**src/rtl/aud_dma_pkg.sv**
```systemverilog
// Shared definitions for the audio read DMA: controller state encoding,
// fixed AXI attribute encodings and the beat-to-byte helper.
package aud_dma_pkg;

    typedef enum logic [1:0] {
        ST_IDLE = 2'd0,
        ST_REQ  = 2'd1,
        ST_DATA = 2'd2
    } dma_state_t;

    localparam logic [2:0]  AXI_SIZE_64    = 3'd3;
    localparam logic [1:0]  AXI_BURST_INCR = 2'b01;
    localparam int unsigned BYTES_PER_BEAT = 8;

    // Byte span covered by a burst of 'beats' 64-bit beats.
    function automatic logic [31:0] burst_bytes(input logic [4:0] beats);
        return 32'(beats) * 32'(BYTES_PER_BEAT);
    endfunction

endpackage

```
**src/rtl/aud_rd_fifo.sv**
```systemverilog
// Synchronous first-word-fall-through FIFO for fetched sample words.
// Ports:
//   clk, rst_n         clock, async active-low reset
//   push, push_data    write side (a push into a full FIFO is dropped
//                      unless a pop happens in the same cycle)
//   pop                read side; ignored while empty
//   pop_data           head entry, valid whenever not_empty is high
//   not_empty          registered "data available" flag
//   free               number of unused entries
module aud_rd_fifo #(
    parameter int DW    = 64,
    parameter int DEPTH = 32
) (
    input  logic                     clk,
    input  logic                     rst_n,
    input  logic                     push,
    input  logic [DW-1:0]            push_data,
    input  logic                     pop,
    output logic [DW-1:0]            pop_data,
    output logic                     not_empty,
    output logic [$clog2(DEPTH):0]   free
);

    localparam int            AW      = $clog2(DEPTH);
    localparam logic [AW:0]   DEPTH_C = (AW+1)'(DEPTH);
    localparam logic [AW:0]   CNT_ONE = (AW+1)'(1);
    localparam logic [AW-1:0] PTR_ONE = AW'(1);

    logic [DW-1:0] mem_r [DEPTH];
    logic [AW-1:0] wr_ptr_r;
    logic [AW-1:0] rd_ptr_r;
    logic [AW:0]   count_r;
    logic          not_empty_r;
    logic [AW:0]   count_s;
    logic          push_ok_s;
    logic          pop_ok_s;

    // Qualify push/pop and compute the next fill level.
    always_comb begin
        pop_ok_s  = pop && (count_r != '0);
        push_ok_s = push && ((count_r != DEPTH_C) || pop_ok_s);
        case ({push_ok_s, pop_ok_s})
            2'b10:   count_s = count_r + CNT_ONE;
            2'b01:   count_s = count_r - CNT_ONE;
            default: count_s = count_r;
        endcase
    end

    // Sample storage; contents need no reset because the pointers gate reads.
    always_ff @(posedge clk) begin
        if (push_ok_s) begin
            mem_r[wr_ptr_r] <= push_data;
        end
    end

    // Pointers, fill level and the registered non-empty flag.
    always_ff @(posedge clk or negedge rst_n) begin
        if (!rst_n) begin
            wr_ptr_r    <= '0;
            rd_ptr_r    <= '0;
            count_r     <= '0;
            not_empty_r <= 1'b0;
        end else begin
            if (push_ok_s) begin
                wr_ptr_r <= wr_ptr_r + PTR_ONE;
            end
            if (pop_ok_s) begin
                rd_ptr_r <= rd_ptr_r + PTR_ONE;
            end
            count_r     <= count_s;
            not_empty_r <= (count_s != '0);
        end
    end

    assign pop_data  = mem_r[rd_ptr_r];
    assign not_empty = not_empty_r;
    assign free      = DEPTH_C - count_r;

endmodule

```
**src/rtl/audio_rd_dma.sv**
```systemverilog
// AXI read-only DMA master feeding the audio output engine.
// Fetches a contiguous buffer of 64-bit words in INCR bursts (one burst
// outstanding), buffers them in a FWFT FIFO and streams them out on a
// valid/ready sample interface. Supports single-shot and ring playback.
// Ports:
//   gclk, gresetn                    clock, async active-low reset
//   cfg_start/stop/base/words/loop   transfer control
//   busy, done, err                  status (err is sticky until cfg_start)
//   aid..aburst, aready              AXI read address channel
//   rid, rdata, rlast, rvalid, rready AXI read data channel
//   smp_data, smp_valid, smp_ready   sample stream to the audio engine
module audio_rd_dma
    import aud_dma_pkg::*;
#(
    parameter int              ID_W        = 4,
    parameter logic [ID_W-1:0] AXI_ID      = ID_W'(4'h1),
    parameter int              BURST_BEATS = 8,
    parameter int              FIFO_DEPTH  = 32
) (
    input  logic            gclk,
    input  logic            gresetn,
    input  logic            cfg_start,
    input  logic            cfg_stop,
    input  logic [31:0]     cfg_base,
    input  logic [15:0]     cfg_words,
    input  logic            cfg_loop,
    output logic            busy,
    output logic            done,
    output logic            err,
    output logic [ID_W-1:0] aid,
    output logic [31:0]     aaddr,
    output logic            avalid,
    output logic            awrite,
    output logic [3:0]      alen,
    output logic [2:0]      asize,
    output logic [1:0]      aburst,
    input  logic            aready,
    input  logic [ID_W-1:0] rid,
    input  logic [63:0]     rdata,
    input  logic            rlast,
    input  logic            rvalid,
    output logic            rready,
    output logic [63:0]     smp_data,
    output logic            smp_valid,
    input  logic            smp_ready
);

    localparam int          FW         = $clog2(FIFO_DEPTH) + 1;
    localparam logic [4:0]  BB_LEN     = 5'(BURST_BEATS);
    localparam logic [15:0] BB_WORDS   = 16'(BURST_BEATS);
    localparam logic [FW-1:0] BB_FREE  = FW'(BURST_BEATS);
    // 16-beat bursts span 128 bytes, so the base needs 128-byte alignment
    // to keep every burst inside one 4 KB page.
    localparam logic [31:0] ALIGN_MASK = (BURST_BEATS == 16) ? 32'hFFFF_FF80
                                                             : 32'hFFFF_FFC0;

    // Beats in the next burst given the words still to fetch.
    function automatic logic [4:0] burst_len(input logic [15:0] rem);
        if (rem >= BB_WORDS) begin
            return BB_LEN;
        end else begin
            return rem[4:0];
        end
    endfunction

    // AXI length encoding (beats - 1).
    function automatic logic [3:0] to_alen(input logic [4:0] beats);
        logic [4:0] tmp;
        tmp = beats - 5'd1;
        return tmp[3:0];
    endfunction

    dma_state_t    state_r, nxt_state_s;
    logic [31:0]   base_r, nxt_base_s;
    logic [15:0]   words_r, nxt_words_s;
    logic          loop_r, nxt_loop_s;
    logic [15:0]   remaining_r, nxt_remaining_s;
    logic [4:0]    beats_left_r, nxt_beats_left_s;
    logic          stop_pend_r, nxt_stop_s;
    logic          err_r, nxt_err_s;
    logic          busy_r, nxt_busy_s;
    logic          done_r, nxt_done_s;
    logic          avalid_r, nxt_avalid_s;
    logic [31:0]   aaddr_r, nxt_aaddr_s;
    logic [3:0]    alen_r, nxt_alen_s;
    logic          rready_r, nxt_rready_s;

    logic          stop_now_s;
    logic          beat_s;
    logic          last_exp_s;
    logic [4:0]    cur_len_s;
    logic          fifo_push_s;
    logic [FW-1:0] fifo_free_s;
    logic          fifo_not_empty_s;
    logic [63:0]   fifo_data_s;

    // Controller state register.
    always_ff @(posedge gclk or negedge gresetn) begin
        if (!gresetn) begin
            state_r <= ST_IDLE;
        end else begin
            state_r <= nxt_state_s;
        end
    end

    // Next-state, address generation, beat accounting and status updates.
    always_comb begin
        nxt_state_s      = state_r;
        nxt_base_s       = base_r;
        nxt_words_s      = words_r;
        nxt_loop_s       = loop_r;
        nxt_remaining_s  = remaining_r;
        nxt_beats_left_s = beats_left_r;
        nxt_stop_s       = stop_pend_r | cfg_stop;
        nxt_err_s        = err_r;
        nxt_busy_s       = busy_r;
        nxt_done_s       = 1'b0;
        nxt_avalid_s     = avalid_r;
        nxt_aaddr_s      = aaddr_r;
        nxt_alen_s       = alen_r;
        nxt_rready_s     = rready_r;
        fifo_push_s      = 1'b0;
        stop_now_s       = stop_pend_r | cfg_stop;
        beat_s           = rvalid & rready_r;
        last_exp_s       = (beats_left_r == 5'd1);
        cur_len_s        = {1'b0, alen_r} + 5'd1;

        case (state_r)
            ST_IDLE: begin
                nxt_stop_s = 1'b0;
                if (cfg_start) begin
                    nxt_err_s = 1'b0;
                    if (cfg_words != 16'd0) begin
                        nxt_state_s     = ST_REQ;
                        nxt_busy_s      = 1'b1;
                        nxt_base_s      = cfg_base & ALIGN_MASK;
                        nxt_words_s     = cfg_words;
                        nxt_loop_s      = cfg_loop;
                        nxt_remaining_s = cfg_words;
                        nxt_aaddr_s     = cfg_base & ALIGN_MASK;
                        nxt_alen_s      = to_alen(burst_len(cfg_words));
                    end else begin
                        // Empty buffer: nothing to fetch, just acknowledge.
                        nxt_done_s = 1'b1;
                    end
                end else begin
                    nxt_state_s = ST_IDLE;
                end
            end

            ST_REQ: begin
                if (avalid_r) begin
                    if (aready) begin
                        nxt_avalid_s     = 1'b0;
                        nxt_rready_s     = 1'b1;
                        nxt_state_s      = ST_DATA;
                        nxt_beats_left_s = cur_len_s;
                        nxt_remaining_s  = remaining_r - 16'(cur_len_s);
                    end else begin
                        nxt_avalid_s = 1'b1;
                    end
                end else if (stop_now_s) begin
                    // No request issued yet, so a stop can take effect now.
                    nxt_state_s = ST_IDLE;
                    nxt_busy_s  = 1'b0;
                    nxt_stop_s  = 1'b0;
                end else if (fifo_free_s >= BB_FREE) begin
                    // Credit check: the whole burst is guaranteed to fit.
                    nxt_avalid_s = 1'b1;
                end else begin
                    nxt_avalid_s = 1'b0;
                end
            end

            ST_DATA: begin
                if (beat_s) begin
                    if (rid == AXI_ID) begin
                        fifo_push_s = 1'b1;
                    end else begin
                        nxt_err_s = 1'b1;
                    end
                    if (rlast != last_exp_s) begin
                        nxt_err_s = 1'b1;
                    end else begin
                        nxt_err_s = nxt_err_s;
                    end
                    nxt_beats_left_s = beats_left_r - 5'd1;
                    // The burst ends on beat count alone; rlast only flags errors.
                    if (last_exp_s) begin
                        nxt_rready_s = 1'b0;
                        if ((remaining_r != 16'd0) && !stop_now_s) begin
                            nxt_state_s = ST_REQ;
                            nxt_aaddr_s = aaddr_r + burst_bytes(cur_len_s);
                            nxt_alen_s  = to_alen(burst_len(remaining_r));
                        end else if ((remaining_r == 16'd0) && loop_r && !stop_now_s) begin
                            nxt_state_s     = ST_REQ;
                            nxt_aaddr_s     = base_r;
                            nxt_remaining_s = words_r;
                            nxt_alen_s      = to_alen(burst_len(words_r));
                        end else begin
                            nxt_state_s = ST_IDLE;
                            nxt_busy_s  = 1'b0;
                            nxt_stop_s  = 1'b0;
                            nxt_done_s  = !stop_now_s;
                        end
                    end else begin
                        nxt_rready_s = 1'b1;
                    end
                end else begin
                    nxt_state_s = ST_DATA;
                end
            end

            default: begin
                nxt_state_s  = ST_IDLE;
                nxt_busy_s   = 1'b0;
                nxt_avalid_s = 1'b0;
                nxt_rready_s = 1'b0;
                nxt_stop_s   = 1'b0;
            end
        endcase
    end

    // Transfer context and registered outputs.
    always_ff @(posedge gclk or negedge gresetn) begin
        if (!gresetn) begin
            base_r       <= 32'd0;
            words_r      <= 16'd0;
            loop_r       <= 1'b0;
            remaining_r  <= 16'd0;
            beats_left_r <= 5'd0;
            stop_pend_r  <= 1'b0;
            err_r        <= 1'b0;
            busy_r       <= 1'b0;
            done_r       <= 1'b0;
            avalid_r     <= 1'b0;
            aaddr_r      <= 32'd0;
            alen_r       <= 4'd0;
            rready_r     <= 1'b0;
        end else begin
            base_r       <= nxt_base_s;
            words_r      <= nxt_words_s;
            loop_r       <= nxt_loop_s;
            remaining_r  <= nxt_remaining_s;
            beats_left_r <= nxt_beats_left_s;
            stop_pend_r  <= nxt_stop_s;
            err_r        <= nxt_err_s;
            busy_r       <= nxt_busy_s;
            done_r       <= nxt_done_s;
            avalid_r     <= nxt_avalid_s;
            aaddr_r      <= nxt_aaddr_s;
            alen_r       <= nxt_alen_s;
            rready_r     <= nxt_rready_s;
        end
    end

    aud_rd_fifo #(
        .DW    (64),
        .DEPTH (FIFO_DEPTH)
    ) u_fifo (
        .clk       (gclk),
        .rst_n     (gresetn),
        .push      (fifo_push_s),
        .push_data (rdata),
        .pop       (smp_ready),
        .pop_data  (fifo_data_s),
        .not_empty (fifo_not_empty_s),
        .free      (fifo_free_s)
    );

    assign busy      = busy_r;
    assign done      = done_r;
    assign err       = err_r;
    assign aid       = AXI_ID;
    assign aaddr     = aaddr_r;
    assign avalid    = avalid_r;
    assign awrite    = 1'b0;
    assign alen      = alen_r;
    assign asize     = AXI_SIZE_64;
    assign aburst    = AXI_BURST_INCR;
    assign rready    = rready_r;
    assign smp_data  = fifo_data_s;
    assign smp_valid = fifo_not_empty_s;

endmodule

```
**config.mk**
```make
export PLATFORM = sky130hd
export DESIGN_NAME = audio_rd_dma
export DESIGN_NICKNAME = d
export VERILOG_FILES = /design/src/rtl/aud_dma_pkg.sv /design/src/rtl/aud_rd_fifo.sv /design/src/rtl/audio_rd_dma.sv
export SDC_FILE = /design/constraint.sdc
export NUM_CORES = 2
export LEC_CHECK = 0
export ABC_AREA = 0
export CAP_MARGIN = 30
export CORE_UTILIZATION = 33
export DETAILED_ROUTE_END_ITERATION = 16
export PLACE_DENSITY_LB_ADDON = 0.25
export SETUP_SLACK_MARGIN = 0.02
export SYNTH_ARGS = -nofsm -noshare
export SYNTH_HDL_FRONTEND = slang
export SYNTH_SLANG_ARGS = --single-unit
```
**constraint.sdc**
```tcl
create_clock -name gclk -period 7.3 [get_ports gclk]
set_clock_uncertainty 0.2 [all_clocks]
set_input_delay 1.825 -clock gclk [delete_from_list [all_inputs] [get_ports gclk]]
set_output_delay 1.825 -clock gclk [all_outputs]
set_load 0.05 [all_outputs]
```
## Yosys cells after proc, flatten, opt, wreduce, memory -nomap -nowiden

Memories as Yosys holds them, arrays and structs flattened.
Index checks and enable logic that the tools add are counted.

- Bitwise gates (word level): 3
- Reductions and logical operators: 25
- Equality and inequality tests: 25
- Magnitude comparators: 4
- Multiplexer cells: 95
- Add/sub/neg operators: 12

Operator list:

| cell | count |
|---|---|
| 2-to-1 mux 32 bit | 6 |
| 2-to-1 mux 16 bit | 8 |
| 2-to-1 mux 4 bit | 21 |
| one-hot mux 32 bit (2 select lines) | 1 |
| >= comparator 16 x 4 -> 1 bit (second input constant) | 3 |
| one-hot mux 16 bit (3 select lines) | 1 |
| 2-to-1 mux 1 bit | 38 |
| adder 32 x 8 -> 32 bit | 1 |
| nonzero test 16 bit | 2 |
| inequality test 2 bit (second input constant) | 11 |
| inequality test 3 bit (second input constant) | 6 |
| zero test 16 bit | 1 |
| AND reduction 4 bit | 4 |
| subtractor 16 x 5 -> 16 bit | 1 |
| 2-to-1 mux 5 bit | 3 |
| 2-to-1 mux 2 bit | 7 |
| one-hot mux 6 bit (2 select lines) | 1 |
| nonzero test 6 bit | 2 |
| subtractor 4 x 1 -> 4 bit (second input constant) | 3 |
| adder 5 x 1 -> 5 bit (second input constant) | 2 |
| one-hot mux 5 bit (2 select lines) | 1 |
| AND reduction 9 bit | 1 |
| one-hot mux 1 bit (2 select lines) | 4 |
| one-hot mux 4 bit (2 select lines) | 1 |
| 27 further kinds | 35 |

- Memories: 1
- Word-level logic and storage cells: 183
- Output and inout port bits: 116
- Bits in writable memories: 2048
- Register bits after elaboration: 125
- Input port bits: 125

Memory list:

| name | depth | width | rd ports | clocked after Yosys merged registers in | wr ports | RTL line | RTL |
|---|---|---|---|---|---|---|---|
| u_fifo.mem_r | 32 | 64 | 1 | 0 | 1 | aud_rd_fifo.sv:29 | `logic [DW-1:0] mem_r [DEPTH];` |

## Logic depth before layout (Yosys ltp)

- Depth in word-level cells: 14
- Gate-level depth with buffers: 14
- Depth with buffers taken out: 14

## Hierarchy

A second synthesis with hierarchy kept.

- Cell total of the unflattened synthesis: 3955
- Area, all modules: 85450.7 sq um

By module, submodules not included:

| module | area an instance (sq um) | times used | cells an instance | sequential area each (sq um) |
|---|---|---|---|---|
| aud_rd_fifo | 78708.0 | 1 | 3203 | 61924.4 |
| audio_rd_dma | 6742.7 | 1 | 752 | 2627.5 |

## Worst setup path before layout

No wires, ideal clock.

- Kind: input to register
- Start point: input rvalid
- End point: memory u_fifo.mem_r[31][0], enable pin
- Arrival time: 5790 ps
- Slack: 823 ps
- Stages: 6
- Path buffers: 1
- Data required time: 6613 ps
- Setup time: 487 ps
- Cell sequence: nand2_1 -> nor4_2 -> o21a_1 -> clkbuf_1 -> nand2_1 -> nor2_1

- Word-level cells in the longest chain between the ends: 6

RTL lines:

| element | RTL line | RTL |
|---|---|---|
| start, declared | audio_rd_dma.sv:41 | `input logic rvalid,` |
| bitwise AND 1 bit | audio_rd_dma.sv:124 | `beat_s = rvalid & rready_r;` |
| 2-to-1 mux 1 bit | audio_rd_dma.sv:176 | `if (beat_s) begin` |
| 2-to-1 mux 1 bit | audio_rd_dma.sv:128 | `case (state_r)` |
| logical AND 1 bit | aud_rd_fifo.sv:41 | `push_ok_s = push && ((count_r != DEPTH_C) \|\| pop_ok_s);` |
| 2-to-1 mux 1 bit | aud_rd_fifo.sv:51 | `if (push_ok_s) begin` |
| 2-to-1 mux 1 bit (implied by the code) | aud_rd_fifo.sv:52 | `mem_r[wr_ptr_r] <= push_data;` |
| end, declared | aud_rd_fifo.sv:29 |  |

Every way passes these cells.

## Worst setup path after layout

- Start point: register u_fifo.rd_ptr_r[0]
- End point: output smp_data[16]

- Word-level cells in the longest chain between the ends: 1

RTL lines:

| element | RTL line | RTL |
|---|---|---|
| start, declared | aud_rd_fifo.sv:31 | `logic [AW-1:0] rd_ptr_r;` |
| start signal, assigned | aud_rd_fifo.sv:68 | `rd_ptr_r <= rd_ptr_r + PTR_ONE;` |
| memory read (32 x 64 bit) | -- |  |
| end, declared | audio_rd_dma.sv:43 | `output logic [63:0] smp_data,` |

Every way passes these cells.

==> out/results.ini <==
[layout]
fill_cells = 22770
layout_commonest_cell = edfxtp_1
final_cell_mix = 2048 x edfxtp_1, 640 x mux4_2, 233 x clkbuf_16
final_nets = 4320
drive_gt1_share_pct = 29.14
post-route-util_pct = 39.15
design_area_sq_um = 100400
final_cells = 7738
areaGrowthSynthToFinish_pct = 18.03

[die]
coreArea_sq_um = 256500
start_util_pct = 33.17
ios = 241
row_count = 186
die_w_microns = 509.7
die-height_microns = 509.7
die_area_sq_um = 259800

[synth]
synth-adder-area-share_pct = 0.4707
synth_compound_area_share_pct = 1.878
post_synth_mux_area_share_pct = 18.50
synth_seq_area_share_pct = 75.89
yosys-top-cells-area = edfxtp_1 72%, mux4_2 17%, dfrtp_1 3.6%
synth_xor_area_share_pct = 0.3089
yosysTopAreaCell = edfxtp_1
synth.distinct_cells = 88
synth_area_sq_um = 85060
synth-async-reset-ratio_pct = 5.622
ys_ff_latch = 2170
yosysTopAreaCellShare_pct = 72.30
yosys.area_share.simple_pct = 1.730
yosys_warnings = 0
ys.flop_type = edfxtp_1
synthCells = 3771
synth-edff-count = 2048
synth_top_family_by_area = multiplexers
avgSynthCellArea_sq_um = 22.56

[detailed_routing]
drtPass1Iterations = 6
drt_iter0_markers = 3566
drc = 0
vias_per_cell = 5.206
vias = 40280
wl_per_cell_microns = 27.93
ant_nets = 0
wl_mm = 216.1

[clocking]
cts_tree = yes
clkLatencyLatePin_ns = 0.87
clk_pin_slew_ns = 0.06
clockBufferDepth = 3
ctsResizeCount = 0
cts_buffers = 222
htree_levels = 4
postCtsSetupRepairBufs = 0
ctsRootBufferMaster = clkbuf_16
clock-sinks = 2170
cts_hold_buf = 0

[place]
placed_area_sq_um = 92580
hpwl_mm = 113.4
globalplace.congestion = 0.7782
port_buffers = 221
placedCellCount = 7299

[timing]
drv_slew = 0
fin_crit_ns = 6.452
rsz0062_at_grt = false
slew_headroom_pct = 29.47
worstMarginPinSlew_ns = 1.055
period_share_pct = 88.39
setup_tns_ns = 0
fmaxAchievable_mhz = 155.0
finalHoldViolCount = 0
setup_viol = 0

[power]
max-vdd-ir-drop_mv = 0.3644
p_leak_nw = 31.32
power.density_nw_per_um2 = 386.0

[setup_path]
cp-end-kind = output pin
critPathArrivalTime_ns = 4.43
critPathRequiredTime_ns = 5.28
path_max_fanout = 24
critPathLaunchType = register
path_class = reg2out

[global_routing]
antenna_found_initial = 30
grt_pass1_vias = 41980
grt_pass1_wl_mm = 309.2
grt_max_degree = 92
grt_usage_pct = 16.64
grt_overflow = 0

[run_status]
status = finished clean

[run]
maxCapViolCount = 0

[hold_path]
min-delay-path-class = reg2reg

-- synthesized netlist by cell type (all sizes together), types with 4 or more instances --
cell and n:
edfxtp 2048, clkbuf 127, a21o 8, nand3 18
o22a 6, o211ai 9, maj3 4, ha 24
o22ai 7, dfrtp 122, mux4 640, and2 7
o21ai 76, nor4 12, or4 4, or3 7
a211oi 5, o21a 4, nor2 80, nand2 90
a21oi 42, nor3 17, mux2 111, buf 84
xnor2 21, and3 9, o31ai 11, inv 33
a31oi 27, or2 4, nand3b 6, nor2b 8
mux2i 7, nand2b 11, xor2 9, nand4 7
-- state kept, by name, indices dropped and copies added (netlist names) --
register	count
busy	1
words_r	16
u_fifo.count_r	6
stop_pend_r	1
beats_left_r	5
avalid	1
base_r	26
u_fifo.rd_ptr_r	5
state_r	2
u_fifo.mem_r	2048
err	1
alen	4
remaining_r	16
rready	1
loop_r	1
u_fifo.wr_ptr_r	5
done	1
u_fifo.not_empty	1
aaddr	29
-- area by class of cell --
class	instances	area, sq um	area share (%)
diodes	3	7.507	0.007477
clock buffers	267	5746	5.723
clock inverters	140	1408	1.402
inverters	33	123.9	0.1234
multi-input cells	1368	19790	19.71
flip-flops and latches	2170	64570	64.31
well taps	3384	4234	4.217
repair buffers	373	4521	4.503
-- final timing paths --
| path | endpoint | start | slack [ns] | cells past startpoint |
|---|---|---|---|---|
| hold / removal | base_r[15] | base_r[15] | 0.30 | 1 |
| max in group asynchronous | u_fifo.rd_ptr_r[1] | gresetn | 4.79 | 2 |
| setup / recovery | smp_data[16] | u_fifo.rd_ptr_r[0] | 0.85 | 6 |
| hold reg to reg | base_r[15] | base_r[15] | 0.30 | 1 |
| setup reg to reg | u_fifo.mem_r[18][3] | state_r[0] | 2.87 | 8 |
| min in group asynchronous | state_r[1] | gresetn | 0.89 | 1 |
-- per-stage QoR --
step	power [mW]	hold slack (ns)	setup slack [ns]
after floorplan	23.86	0.2685	0.8230
after global placement	28.06	0.2854	1.159
after global routing	40.43	0.3149	0.5917
after CTS	39.32	0.3031	0.6730
final	38.75	0.2998	0.8475
after detailed placement	28.10	0.2895	1.146
-- critical path, stage by stage (launching register included) --
cell	delay (ns)
dfrtp_4	0.67
buf_12	0.26
buf_4	0.47
mux4_2	0.58
mux4_2	0.47
mux2_2	0.31
clkdlybuf4s50_1	0.82
-- metal layers --
metal	GRT usage, %	wire [microns]
met2	27.86	107700
met4	3.255	3427
met5	0	152
met3	3.362	12210
met1	22.49	92640
-- where the power goes --
part / internal [mW] / switching (mW)
Combinational: 5.96 / 7.05
Clock: 6.32 / 4.84
Sequential: 14.0 / 0.627
Total: 26.2 / 12.5
-- logic make-up after synthesis --
logic type,Yosys count
other,2
XOR/XNOR,30
AND/OR/NAND/NOR,291
adder cells (fa/ha/maj),31
flip-flops,2170
multiplexers,758
buffers and inverters,244
AO/OA/AOI/OAI,245
Note: power is estimated with default switching activity, not from simulation.
